`src/rtl/apb2axi_pkg.sv`:
```
// apb2axi_pkg: shared FSM state, AXI response codes and burst encoding for the APB-to-AXI4 bridge
package apb2axi_pkg;
  typedef enum logic [2:0] {IDLE, WR_REQ, WR_RESP, RD_REQ, RD_RESP, DONE} state_e;
  localparam logic [1:0] RESP_OKAY   = 2'b00;
  localparam logic [1:0] RESP_EXOKAY = 2'b01;
  localparam logic [1:0] RESP_SLVERR = 2'b10;
  localparam logic [1:0] RESP_DECERR = 2'b11;
  localparam logic [1:0] BURST_INCR  = 2'b01;
endpackage

```
`src/rtl/apb2axi.sv`:
```
// apb2axi: single-outstanding APB completer to AXI4 single-beat manager; APB2AXI_APB4_EN adds PSTRB/PPROT
module apb2axi
  import apb2axi_pkg::*;
#(
  parameter int          AXI4_ADDRESS_WIDTH = 32,
  parameter int          AXI4_DATA_WIDTH    = 32,
  parameter int          AXI4_ID_WIDTH      = 16,
  parameter int          AXI4_USER_WIDTH    = 10,
  parameter int          APB_ADDR_WIDTH     = 32,
  parameter int unsigned AXI_ID             = 0
) (
  input  logic                            ACLK,
  input  logic                            ARESET,
  input  logic                            PSEL,
  input  logic                            PENABLE,
  input  logic                            PWRITE,
  input  logic [APB_ADDR_WIDTH-1:0]       PADDR,
  input  logic [AXI4_DATA_WIDTH-1:0]      PWDATA,
`ifdef APB2AXI_APB4_EN
  input  logic [AXI4_DATA_WIDTH/8-1:0]    PSTRB,
  input  logic [2:0]                      PPROT,
`endif
  output logic [AXI4_DATA_WIDTH-1:0]      PRDATA,
  output logic                            PREADY,
  output logic                            PSLVERR,
  output logic [AXI4_ID_WIDTH-1:0]        AWID,
  output logic [AXI4_ADDRESS_WIDTH-1:0]   AWADDR,
  output logic [7:0]                      AWLEN,
  output logic [2:0]                      AWSIZE,
  output logic [1:0]                      AWBURST,
  output logic                            AWLOCK,
  output logic [3:0]                      AWCACHE,
  output logic [2:0]                      AWPROT,
  output logic [3:0]                      AWREGION,
  output logic [3:0]                      AWQOS,
  output logic [AXI4_USER_WIDTH-1:0]      AWUSER,
  output logic                            AWVALID,
  input  logic                            AWREADY,
  output logic [AXI4_DATA_WIDTH-1:0]      WDATA,
  output logic [AXI4_DATA_WIDTH/8-1:0]    WSTRB,
  output logic                            WLAST,
  output logic [AXI4_USER_WIDTH-1:0]      WUSER,
  output logic                            WVALID,
  input  logic                            WREADY,
  input  logic [AXI4_ID_WIDTH-1:0]        BID,
  input  logic [1:0]                      BRESP,
  input  logic [AXI4_USER_WIDTH-1:0]      BUSER,
  input  logic                            BVALID,
  output logic                            BREADY,
  output logic [AXI4_ID_WIDTH-1:0]        ARID,
  output logic [AXI4_ADDRESS_WIDTH-1:0]   ARADDR,
  output logic [7:0]                      ARLEN,
  output logic [2:0]                      ARSIZE,
  output logic [1:0]                      ARBURST,
  output logic                            ARLOCK,
  output logic [3:0]                      ARCACHE,
  output logic [2:0]                      ARPROT,
  output logic [3:0]                      ARREGION,
  output logic [3:0]                      ARQOS,
  output logic [AXI4_USER_WIDTH-1:0]      ARUSER,
  output logic                            ARVALID,
  input  logic                            ARREADY,
  input  logic [AXI4_ID_WIDTH-1:0]        RID,
  input  logic [AXI4_DATA_WIDTH-1:0]      RDATA,
  input  logic [1:0]                      RRESP,
  input  logic                            RLAST,
  input  logic [AXI4_USER_WIDTH-1:0]      RUSER,
  input  logic                            RVALID,
  output logic                            RREADY
);
  localparam int STRB_W = AXI4_DATA_WIDTH / 8;
  localparam logic [2:0] SIZE = 3'($clog2(STRB_W));
  state_e state_q, state_d;
  logic [AXI4_ADDRESS_WIDTH-1:0] addr_q, addr_d;
  logic [AXI4_DATA_WIDTH-1:0] wdata_q, wdata_d, rdata_q, rdata_d;
  logic [STRB_W-1:0] strb_q, strb_d, strb_in;
  logic [2:0] prot_q, prot_d, prot_in;
  logic [1:0] resp_q, resp_d;
  logic aw_done_q, aw_done_d, w_done_q, w_done_d;
  logic unused;
  assign unused = ^{BID, BUSER, RID, RLAST, RUSER};
`ifdef APB2AXI_APB4_EN
  assign strb_in = PSTRB;
  assign prot_in = PPROT;
`else
  assign strb_in = '1;
  assign prot_in = 3'b000;
`endif
  // Next-state and captured-field logic; AW and W handshakes are tracked independently
  always_comb begin
    state_d = state_q;
    addr_d = addr_q;
    wdata_d = wdata_q;
    rdata_d = rdata_q;
    strb_d = strb_q;
    prot_d = prot_q;
    resp_d = resp_q;
    aw_done_d = aw_done_q;
    w_done_d = w_done_q;
    case (state_q)
      IDLE: if (PSEL && !PENABLE) begin
        addr_d = AXI4_ADDRESS_WIDTH'(PADDR);
        wdata_d = PWDATA;
        strb_d = strb_in;
        prot_d = prot_in;
        rdata_d = '0;
        aw_done_d = 1'b0;
        w_done_d = 1'b0;
        state_d = PWRITE ? WR_REQ : RD_REQ;
      end
      WR_REQ: begin
        aw_done_d = aw_done_q | AWREADY;
        w_done_d = w_done_q | WREADY;
        state_d = (aw_done_d && w_done_d) ? WR_RESP : WR_REQ;
      end
      WR_RESP: if (BVALID) begin
        resp_d = BRESP;
        state_d = DONE;
      end
      RD_REQ: state_d = ARREADY ? RD_RESP : RD_REQ;
      RD_RESP: if (RVALID) begin
        rdata_d = RDATA;
        resp_d = RRESP;
        state_d = DONE;
      end
      default: state_d = IDLE;
    endcase
  end
  // State and captured-field registers
  always_ff @(posedge ACLK) begin
    if (ARESET) begin
      state_q <= IDLE;
      addr_q <= '0;
      wdata_q <= '0;
      rdata_q <= '0;
      strb_q <= '0;
      prot_q <= '0;
      resp_q <= RESP_OKAY;
      aw_done_q <= 1'b0;
      w_done_q <= 1'b0;
    end else begin
      state_q <= state_d;
      addr_q <= addr_d;
      wdata_q <= wdata_d;
      rdata_q <= rdata_d;
      strb_q <= strb_d;
      prot_q <= prot_d;
      resp_q <= resp_d;
      aw_done_q <= aw_done_d;
      w_done_q <= w_done_d;
    end
  end
  assign PREADY = state_q == DONE;
  assign PSLVERR = PREADY && resp_q[1];
  assign PRDATA = rdata_q;
  assign AWVALID = state_q == WR_REQ && !aw_done_q;
  assign WVALID = state_q == WR_REQ && !w_done_q;
  assign BREADY = state_q == WR_RESP;
  assign ARVALID = state_q == RD_REQ;
  assign RREADY = state_q == RD_RESP;
  assign AWID = AXI4_ID_WIDTH'(AXI_ID);
  assign AWADDR = addr_q;
  assign AWLEN = 8'd0;
  assign AWSIZE = SIZE;
  assign AWBURST = BURST_INCR;
  assign AWLOCK = 1'b0;
  assign AWCACHE = 4'd0;
  assign AWPROT = prot_q;
  assign AWREGION = 4'd0;
  assign AWQOS = 4'd0;
  assign AWUSER = '0;
  assign WDATA = wdata_q;
  assign WSTRB = strb_q;
  assign WLAST = 1'b1;
  assign WUSER = '0;
  assign ARID = AXI4_ID_WIDTH'(AXI_ID);
  assign ARADDR = addr_q;
  assign ARLEN = 8'd0;
  assign ARSIZE = SIZE;
  assign ARBURST = BURST_INCR;
  assign ARLOCK = 1'b0;
  assign ARCACHE = 4'd0;
  assign ARPROT = prot_q;
  assign ARREGION = 4'd0;
  assign ARQOS = 4'd0;
  assign ARUSER = '0;
endmodule

```
`config.mk`:
```
export PLATFORM = sky130hd
export DESIGN_NAME = apb2axi
export DESIGN_NICKNAME = d
export VERILOG_FILES = /design/src/rtl/apb2axi_pkg.sv /design/src/rtl/apb2axi.sv
export SDC_FILE = /design/constraint.sdc
export NUM_CORES = 1
export LEC_CHECK = 0
export CAP_MARGIN = 40
export CORE_AREA = 10 10 158 160
export DETAILED_ROUTE_END_ITERATION = 10
export DIE_AREA = 0 0 168 170
export PLACE_DENSITY_LB_ADDON = 0.05
export SYNTH_ARGS = -nofsm -noshare
export SYNTH_HDL_FRONTEND = slang
export SYNTH_SLANG_ARGS = --single-unit
export TNS_END_PERCENT = 30
```
`constraint.sdc`:
```
create_clock -name ACLK -period 1.75 [get_ports ACLK]
set_clock_uncertainty 0.2 [all_clocks]
set_input_delay 0.175 -clock ACLK [delete_from_list [all_inputs] [get_ports ACLK]]
set_output_delay 0.175 -clock ACLK [all_outputs]
set_load 0.005 [all_outputs]
```
Word-level counts from Yosys, hierarchy flattened
Cells that the tools add are included.
- flip-flop bits (word level): 104
- output and inout bits: 260
- logic and storage cells: 51
- equality and inequality tests: 8
- mux-type cells: 16
- bitwise gates (word level): 2
- reduce and logical (&&, ||, !) cells: 17
- operator list (operator ; number):
    32-bit two-way mux ; 2
    32-bit case mux with 2 select lines ; 1
    3-bit case mux with 5 select lines ; 1
    3-bit two-way mux ; 4
    3-bit AND reduction ; 3
    2-bit two-way mux ; 4
    3-bit by 2-bit equality test with 1-bit output, second input constant ; 2
    3-bit equality test, second input constant ; 2
    2-bit != test, second input constant ; 3
    2-bit nonzero test ; 3
    1-bit logical AND ; 5
    1-bit case mux with 2 select lines ; 2
    2-bit case mux with 2 select lines ; 1
    2-bit AND reduction ; 2
    3-bit by 1-bit equality test with 1-bit output, second input constant ; 1
    1-bit logical NOT ; 3
    3-bit logical NOT ; 1
    1-bit bitwise OR ; 2
    1-bit two-way mux ; 1

Longest topological paths before layout
Gate-level depths: netlist (run 1).
- depth in word-level cells: 4
- depth in mapped cells: 7
- mapped depth without buffers: 4

Least setup slack after synthesis (run 1)
No wires, ideal clock.
- kind: reg2reg
- from: register state_q[2]
- to: register addr_q[10], in the netlist ARADDR[10]
- library setup time: 0.132 ns
- data arrival time: 1.567 ns
- required time: 1.418 ns
- path slack: -0.149 ns
- stages on the path, launching flop included: 8
- period minus slack after synthesis: 1.899 ns
- path through: dfxtp_1 > buf_6 > or3b_4 > or3_1 > buf_4 > buf_6 > nand2_1 > a21oi_1
- cells in the longest elaborated chain, start to end: 2
- ends and longest elaborated chain (what ; line ; RTL):
    start, declared ; apb2axi.sv:73 ; state_e state_q, state_d;
    start signal, assigned ; apb2axi.sv:142 ; state_q <= state_d;
    3-bit logical NOT ; apb2axi.sv:100 ; case (state_q)
    2-bit AND reduction (no source line) ; n/a ;
    end signal, assigned ; apb2axi.sv:143 ; addr_q <= addr_d;
    end, declared ; apb2axi.sv:74 ; logic [AXI4_ADDRESS_WIDTH-1:0] addr_q, addr_d;
No other way between the ends.
A chain may end at the register's enable or synchronous reset.

Final worst setup path (run 1)
- from: register state_q[2]
- to: register rdata_q[3], in the netlist PRDATA[3]
- cells in the longest elaborated chain, start to end: 3
- elaborated cells between the ends (all ways): 7
- classes of those cells: eq/ne (3); mux (1); reduce/logical (3)
- ends and longest elaborated chain (what ; line ; RTL):
    3-bit equality test or 3-bit logical NOT (tied branches) ; apb2axi.sv:100 ;
    2-bit != test (no source line) or 2-bit nonzero test (tied branches) ; n/a ;
    3-bit AND reduction (no source line) ; n/a ;
    end signal, assigned ; apb2axi.sv:145 ; rdata_q <= rdata_d;
    end, declared ; apb2axi.sv:75 ; logic [AXI4_DATA_WIDTH-1:0] wdata_q, wdata_d, rdata_q, rdata_d;
Several ways; a longest one is shown, not always the timed one.

==> run_results.csv, run 1 <==
group,metric,value,unit
floorplan,fp.dieW,168,µm
cells_and_area,final_core_util,35.3,%
place,gp_congestion,0.748,
setup_path,endpoint_kind,"flip-flop",
clocking,clk_latency,0.35,ns
cells_and_area,num-nets-final,1008,
setup_path,worst-path-max-fanout,32,
setup_path,reg2regPathDepth,6,
floorplan,rows,54,
setup_path,critPathKind,"flip-flop to flip-flop",
run_status,violations,"setup timing",
cells_and_area,register_area,0.00207,mm²
floorplan,die_area,0.0286,mm²
timing,grt_setup_unrepaired,"yes",
place,io_buffers,246,
grt,grt_pass1_wl,27.6,mm
cells_and_area,num_antenna_cells,0,
grt,gr-usage-met1,13.7,%
cells_and_area,fill_cells,2302,
timing,drv_slew,0,
min_path,min_path_type,"primary input to flip-flop",
timing,fin_crit_sh,106,%
place,dp_hpwl,14.3,mm
setup_path,start_kind,"flip-flop",
place,dp.cells,1106,
route,antenna_left,0,
grt,overflow,0,
timing,setup_violations,94,
grt,grt_pass1_vias,4528,
grt,met3_usage,6.36,%
timing,worst_slack,-0.113,ns
power_and_ir_drop,p_leak,2.89,nW
clocking,clockRootBuffer,"clkbuf_16",
clocking,clockBufferDepth,2,
grt,grt_use_total,12.2,%
clocking,clk_pin_slew,0.08,ns
floorplan,die_h,170,µm
cells_and_area,multi_input_area,0.00212,mm²
route,vias,4428,
yosys,ys_warn_count,0,
run,cap_violations,0,
clocking,htreeDepth,3,
grt,grt_max_degree,65,
route,drc,0,
floorplan,core,0.0217,mm²
cells_and_area,syn2layout_area_growth,50.2,%
floorplan,boundaryPins,423,
route,drtIter0Drc,189,
timing,period_minus_slack,1.86,ns
yosys,synth-seq-cells,103,
power_and_ir_drop,powerDensity,761,mW/mm²
route,wire_per_inst,16.7,µm
grt,busiest_layer,"met2",
timing,hold_viol_final,0,
route,firstDrtPassIters,4,
yosys,syn-mean-instance-area,8.05,µm²
route,routed_wl,18.9,mm
run_status,status,"complete, but fails checks",
timing,fmax,537,MHz
clocking,cts_tree,"built",
yosys,ys_seq_area_share,40.5,%
grt,antenna_found_initial,0,
yosys,synth_cell_types,33,
setup_path,cp.arrival,1.94,ns
min_path,hold_path_depth,3,
clocking,numCtsBuffers,9,
yosys,synthCells,633,
yosys,syn_area,0.00509,mm²
grt,met2_usage,20.2,%
cells_and_area,instances_no_fill,1130,
setup_path,cp_data_required_time,1.82,ns
floorplan,start_util,23.5,%
power_and_ir_drop,ir_drop,0.000378,V
cells_and_area,drive_above_1_share,8.12,%
clocking,cts_sinks,103,
route,viasPerCell,3.92,
-- power breakdown --
group          switching, mW  total, mW  internal, mW
Clock                  0.945       1.96          1.02
Sequential            0.0832       2.54          2.46
Combinational          0.587       1.32         0.732
-- state kept, by name, summed over array words and instances, names as in the netlist --
signal / flops
PRDATA: 32
WDATA: 32
w_done_q: 1
ARADDR: 32
resp_q: 1
WSTRB: 1
state_q: 3
aw_done_q: 1
-- path summary, 6_finish.rpt --
check | slack, ns | start | endpoint
max reg2reg | -0.11 | state_q[2]$_SDFFE_PP0P_ | PRDATA[3]$_SDFFE_PP0P_
max | -0.11 | state_q[2]$_SDFFE_PP0P_ | PRDATA[3]$_SDFFE_PP0P_
min reg2reg | 0.25 | WDATA[6]$_SDFFE_PP0P_ | WDATA[6]$_SDFFE_PP0P_
min | 0.17 | PADDR[4] | ARADDR[4]$_SDFFE_PP0P_
-- cell usage after synthesis, drive strengths merged --
cell | number | area share (%)
a211oi | 2 | 0.54
a22oi | 3 | 0.44
nand2 | 130 | 9.6
conb | 2 | 0.15
clkbuf | 19 | 1.5
nand3b | 1 | 0.15
and2 | 2 | 0.25
or3b | 1 | 0.22
a21oi | 65 | 6.4
inv | 1 | 0.074
o221ai | 1 | 0.17
o311ai | 1 | 0.17
mux2i | 1 | 0.20
nor3 | 2 | 0.20
a32o | 2 | 0.39
and3 | 2 | 0.25
a31oi | 1 | 0.12
o21ai | 34 | 3.3
nand3 | 34 | 3.3
nor2b | 2 | 0.25
nand2b | 33 | 4.1
mux2 | 1 | 0.22
nor3b | 2 | 0.39
dfxtp | 103 | 40
or3 | 1 | 0.12
buf | 176 | 26
nor2 | 11 | 0.81
-- final cells by class --
cell class	instances	share of cell area [%]
clock inverter	5	0.540
timing repair buffer	277	36.9
multi-input combinational	453	27.7
tap	280	4.58
inverter	1	0.0491
clock buffer	11	3.17
sequential	103	27.0
-- worst max-delay path: stages (launching register included) --
cell       delay (ns)
dfxtp_2          0.33
or3b_4           0.42
a211oi_4         0.29
buf_6            0.16
clkbuf_16        0.21
nand3_1          0.09
o21ai_0          0.08
-- cells by family (layout without fill, tap and decap cells) --
family,count (synthesis),count (layout),synth area share (%)
flip-flops,103,103,40.5
other,2,121,0.147
AO/OA/AOI/OAI,109,109,11.6
multiplexers,2,2,0.418
AND/OR/NAND/NOR,221,221,19.6
buffers and inverters,196,294,27.8
-- placed cells by master (no fill, tap or decap), drive strengths merged --
master,n
and2,2
buf,31
a31oi,1
a21oi,65
dfxtp,103
dlygate4sd3,1
clkbuf,15
nand2,130
o311ai,1
o21ai,34
inv,2
a32o,2
bufbuf,1
clkdlybuf4s15,1
a211oi,2
mux2i,1
clkdlybuf4s50,238
mux2,1
dlygate4sd2,1
nor2,11
or3,1
nand3b,1
nand2b,33
nor3b,2
o221ai,1
nor2b,2
or3b,1
nor3,2
and3,2
conb,121
clkinvlp,4
nand3,34
a22oi,3
-- through the flow --
| stage | hold WS (ns) | total power, mW | worst slack [ns] | setup TNS, ns | cell area, µm² |
|---|---|---|---|---|---|
| after detailed placement | 0.246 | 3.85 | -0.414 | -36.46 | 7200 |
| after global placement | 0.240 | 3.84 | -0.395 | -34.50 | 7200 |
| final | 0.168 | 5.82 | -0.113 | -6.26 | 7650 |
| after floorplan | 0.105 | 3.35 | -0.118 | -9.31 | 5550 |
| after CTS | 0.147 | 5.91 | -0.0908 | -4.89 | 7580 |
| after global routing | 0.165 | 6.19 | -0.161 | -11.28 | 7650 |
-- routing by layer --
metal / routed length (µm) / part of all wire [%] / vias to the layer above
met3: 1930 / 10 / 8
met2: 9020 / 48 / 204
li1: - / - / 2185
met4: 129 / 0.68 / 0
met5: 0 / 0 / -
met1: 7820 / 41 / 2031
-- timing repair --
item,in CTS,in global routing
setup buffers,3,1
pin swaps,0,2
hold buffers,1,0
endpoints found under the hold margin,2,0
endpoints found under the setup margin,106,104
gates resized for setup,24,34
gates cloned,1,2
Note: power is estimated with default switching activity, not from simulation.
==> inputs of run 2 (changes only) <==
- CORE_AREA: 10 10 158 160 -> 10 10 154 156
- DIE_AREA: 0 0 168 170 -> 0 0 164 166
- DONT_BUFFER_PORTS: not set -> 1
- SKIP_CTS_REPAIR_TIMING: not set -> 1
==> run_results.csv, run 2 (synthesized netlist as in run 1, its figures left out) <==
group,metric,value,unit
run_status,status,"complete, but fails checks",
run_status,violations,"hold timing, setup timing",
setup_path,critPathKind,"flip-flop to flip-flop",
min_path,hold_path_depth,1,
clocking,clockRootBuffer,"clkbuf_16",
route,viasPerCell,4.01,
min_path,min_from,"ARESET",
setup_path,cp_slowest_cell,"or3b_4",
route,drtIter0Drc,146,
route,antenna_left,0,
cells_and_area,mostFrequentLayoutCells,"nand2_1 (130), conb_1 (121), dfxtp_1 (101)",
cells_and_area,num-nets-final,819,
floorplan,rows,53,
timing,grt_setup_unrepaired,"yes",
floorplan,boundaryPins,423,
route,drc,0,
setup_path,start_kind,"flip-flop",
power_and_ir_drop,p_leak,2.11,nW
setup_path,reg2regPathDepth,5,
place,dp_hpwl,11.9,mm
cells_and_area,syn2layout_area_growth,12.7,%
grt,overflow,0,
route,wire_per_inst,18.0,µm
setup_path,cpPeakStageDelay,0.43,ns
cells_and_area,fill_cells,2287,
setup_path,cp.arrival,1.87,ns
clocking,clockBufferDepth,2,
run,cap_violations,0,
timing,fmax,545,MHz
floorplan,start_util,24.6,%
setup_path,endpoint_kind,"flip-flop",
setup_path,r2r_end,"WDATA[29]$_SDFFE_PP0P_",
cells_and_area,drive_above_1_share,7.56,%
setup_path,crit_buf_inv,1,
floorplan,die_area,0.0272,mm²
power_and_ir_drop,powerDensity,917,mW/mm²
cells_and_area,instances_no_fill,936,
clocking,cts_tree,"built",
setup_path,reg2reg_from,"state_q[2]$_SDFFE_PP0P_",
clocking,cts_sinks,103,
grt,grt_max_degree,106,
setup_path,worst-path-max-fanout,51,
route,vias,3757,
grt,antenna_found_initial,0,
route,firstDrtPassIters,4,
clocking,clk_latency,0.34,ns
clocking,htreeDepth,3,
floorplan,core,0.0207,mm²
cells_and_area,final_common_cell,"nand2_1",
setup_path,cp_data_required_time,1.78,ns
cells_and_area,num_antenna_cells,0,
timing,setup_violations,90,
route,routed_wl,16.9,mm
timing,hold_slack,-0.260,ns
timing,worst_slack,-0.0865,ns
grt,grt_pass1_wl,22.8,mm
clocking,clk_pin_slew,0.08,ns
power_and_ir_drop,power,5.26,mW
setup_path,worstPathCellList,"or3b_4 -> or3_4 -> buf_12 -> nand2_1 -> a21oi_1",
timing,period_minus_slack,1.84,ns
grt,grt_use_total,11.0,%
floorplan,die_h,166,µm
place,io_buffers,0,
place,dp.cells,848,
min_path,min_path_type,"primary input to flip-flop",
timing,fin_crit_sh,105,%
cells_and_area,final_core_util,27.7,%
timing,drv_slew,0,
power_and_ir_drop,ir_drop,0.000374,V
clocking,numCtsBuffers,9,
timing,hold_viol_final,70,
place,gp_congestion,0.708,
setup_path,ff2ff_setup_slack,-0.09,ns
min_path,hold_end,"WDATA[11]$_SDFFE_PP0P_",
grt,grt_pass1_vias,3457,
setup_path,path_delay_family,"simple AND/OR/NAND/NOR gates",
floorplan,fp.dieW,164,µm
run 2: cell types whose count changed in the layout (fill, tap and decap cells not counted), moves of 3 or more:
| cell | before | now |
|---|---|---|
| dlygate4sd3_1 | 1 | 67 |
| clkdlybuf4s50_1 | 238 | 0 |
| o21ai_0 | 14 | 8 |
| clkinvlp_4 | 4 | 1 |
| buf_4 | 19 | 10 |
| o21ai_1 | 18 | 26 |
run 2: how the worst max path moves through the flow:
stage | startpoint | cells past startpoint | end
after floorplan | state_q[2]$_SDFFE_PP0P_ | 5 | PRDATA[21]$_SDFFE_PP0P_
after global placement | state_q[2]$_SDFFE_PP0P_ | 5 | WDATA[31]$_SDFFE_PP0P_
after detailed placement | state_q[2]$_SDFFE_PP0P_ | 5 | WDATA[31]$_SDFFE_PP0P_
after CTS | state_q[1]$_SDFFE_PP0P_ | 3 | BREADY
after global routing | state_q[2]$_SDFFE_PP0P_ | 5 | ARADDR[29]$_SDFFE_PP0P_
final | state_q[2]$_SDFFE_PP0P_ | 5 | WDATA[29]$_SDFFE_PP0P_
run 2: stage by stage:
step	area, µm²	setup TNS (ns)	setup WS [ns]
6_report	5740	-3.77	-0.0865
3_5_place_dp	4670	-3.00	-0.0688
4_1_cts	4940	-4.62	-0.178
5_1_grt	5740	-9.21	-0.148
2_1_floorplan	5550	-9.31	-0.118
3_3_place_gp	4670	-1.88	-0.0474
run 2: final cells by class:
cell class	count	area (µm²)	area share [%]
inverter	1	3.75	0.0654
sequential	103	2070	36.0
multi-input combinational	453	2090	36.5
clock inverter	4	30.0	0.523
tap	275	344	5.99
clock buffer	12	246	4.29
timing repair buffer	88	955	16.6
run 2: report_power, final:
part,internal (mW),leakage (nW),total [mW],switching [mW]
sequential,2.46,0.837,2.60,0.141
clock,1.01,0.133,1.93,0.918
combinational,0.310,1.14,0.731,0.421
run 2: per-layer routing:
layer	global-route usage, %	wire length, µm
met1	10.9	5840
met2	19.0	8860
met3	6.25	2060
met4	3.19	136
met5	0	0
==> inputs of run 3 (changes only) <==
- ABC_CLOCK_PERIOD_IN_PS: not set -> 2130
- clock period: 1.75 -> 2.13 ns (I/O delays scaled with it)
==> run_results.csv, run 3 (synthesized netlist as in run 1, its figures left out) <==
group,metric,value,unit
timing,hold_viol_final,0,
grt,grt_use_total,10.7,%
clocking,clk_pin_slew,0.07,ns
floorplan,boundaryPins,423,
grt,grt_pass1_vias,3475,
clocking,clockRootBuffer,"clkbuf_16",
grt,antenna_found_initial,0,
setup_path,endpoint_kind,"flip-flop",
cells_and_area,register_area,0.00206,mm²
setup_path,cp_data_required_time,2.15,ns
setup_path,r2r_end,"ARADDR[29]$_SDFFE_PP0P_",
cells_and_area,design_area,0.00603,mm²
place,dp_hpwl,11.5,mm
clocking,clk_latency,0.34,ns
route,drtIter0Drc,208,
timing,fin_crit_sh,94.5,%
setup_path,path_delay_family,"simple AND/OR/NAND/NOR gates",
grt,overflow,0,
route,routed_wl,16.2,mm
cells_and_area,syn2layout_area_growth,18.3,%
timing,worst_pin_slew,0.574,ns
min_path,min_path_type,"primary input to flip-flop",
floorplan,die_h,166,µm
route,viasPerCell,4.01,
timing,setup_violations,0,
cells_and_area,num-nets-final,851,
place,gp_congestion,0.729,
cells_and_area,mostFrequentLayoutCells,"nand2_1 (130), conb_1 (121), dlygate4sd3_1 (110)",
cells_and_area,final_common_cell,"nand2_1",
setup_path,cpPeakStageDelay,0.49,ns
setup_path,worst-path-max-fanout,64,
power_and_ir_drop,p_leak,2.28,nW
setup_path,cp_slowest_cell,"or3_2",
floorplan,core,0.0207,mm²
route,firstDrtPassIters,4,
power_and_ir_drop,powerDensity,743,mW/mm²
run,cap_violations,0,
clocking,clockBufferDepth,2,
route,antenna_left,0,
grt,grt_max_degree,106,
timing,grt_setup_unrepaired,"no",
cells_and_area,fill_cells,2246,
floorplan,rows,53,
timing,period_minus_slack,2.01,ns
route,wire_per_inst,16.8,µm
setup_path,crit_path_end,"ARADDR[29]$_SDFFE_PP0P_",
floorplan,die_area,0.0272,mm²
power_and_ir_drop,power,4.48,mW
timing,drv_slew,0,
run_status,status,"complete, no violations",
timing,maxSlewHeadroom,61.6,%
floorplan,start_util,24.6,%
clocking,cts_sinks,103,
setup_path,critPathKind,"flip-flop to flip-flop",
timing,fmax,497,MHz
setup_path,worstPathCellList,"or3b_4 -> or3_2 -> buf_12 -> nand2_1 -> a21oi_1",
setup_path,crit_cells,5,
cells_and_area,drive_above_1_share,4.47,%
timing,setup_tns,0,ns
setup_path,cp.arrival,2.03,ns
clocking,htreeDepth,3,
route,drc,0,
floorplan,fp.dieW,164,µm
route,vias,3881,
setup_path,reg2reg_from,"state_q[2]$_SDFFE_PP0P_",
place,place_area,0.00460,mm²
setup_path,cp-startpoint,"state_q[2]$_SDFFE_PP0P_",
cells_and_area,multi_input_area,0.00207,mm²
clocking,cts_tree,"built",
clocking,numCtsBuffers,9,
setup_path,crit_buf_inv,1,
grt,grt_pass1_wl,22.4,mm
cells_and_area,num_antenna_cells,0,
setup_path,reg2regPathDepth,5,
place,io_buffers,0,
setup_path,ff2ff_setup_slack,0.12,ns
setup_path,start_kind,"flip-flop",
power_and_ir_drop,ir_drop,0.000299,V
-- run 3: changes by cell type in the layout (fill, tap and decap cells not counted), moves of 2 or more --
| cell | delta |
|---|---|
| nor2_2 | -2 |
| clkbuf_16 | -3 |
| nor2_1 | +2 |
| o21ai_0 | +25 |
| buf_4 | -5 |
| buf_6 | -3 |
| o21ai_1 | -25 |
| dlygate4sd3_1 | +43 |
| dfxtp_1 | +2 |
-- run 3: area by class of cell --
cell class | instances | area share (%)
clock buffer | 12 | 4.09
clock inverter | 4 | 0.892
inverter | 1 | 0.0623
multi-input combinational | 453 | 34.4
sequential | 103 | 34.2
tap | 275 | 5.71
timing repair buffer | 120 | 20.7
-- run 3: power breakdown --
group	total (mW)	internal [mW]	switching [mW]
logic	0.637	0.275	0.362
registers	2.13	2.02	0.109
clock network	1.71	0.951	0.763
-- run 3: worst min-delay path by stage --
stage | start | endpoint | slack (ns) | depth (start not counted)
4_1_cts | ARESET | WDATA[22]$_SDFFE_PP0P_ | -0.28 | 1
2_1_floorplan | RDATA[0] | PRDATA[0]$_SDFFE_PP0P_ | 0.14 | 2
3_5_place_dp | ARESET | WDATA[8]$_SDFFE_PP0P_ | 0.11 | 1
5_1_grt | BVALID | state_q[1]$_SDFFE_PP0P_ | 0.05 | 3
6_report | BVALID | state_q[1]$_SDFFE_PP0P_ | 0.03 | 3
3_3_place_gp | ARESET | resp_q[1]$_SDFFE_PP0P_ | 0.10 | 1
-- run 3: stage by stage --
step	hold slack (ns)	util, %	setup slack [ns]	instances
finish	0.0314	29.1	0.118	968
detailed placement	0.115	22.2	0.163	841
global placement	0.103	22.2	0.176	841
global route	0.0520	29.1	0.00592	968
floorplan	0.143	-	0.231	752
CTS	-0.276	23.7	0.146	857
-- run 3: routing by layer --
layer	GRT usage (%)	wire length [µm]	vias up
met1	10.8	6270	1784
met5	0	0	-
li1	-	-	1872
met2	17.8	7820	216
met4	3.07	179	0
met3	6.67	1970	9
-- run 3: worst min-delay path, delay by kind of cell --
family         cells  cell delay (ns)
AO/OA/AOI/OAI      3             0.34
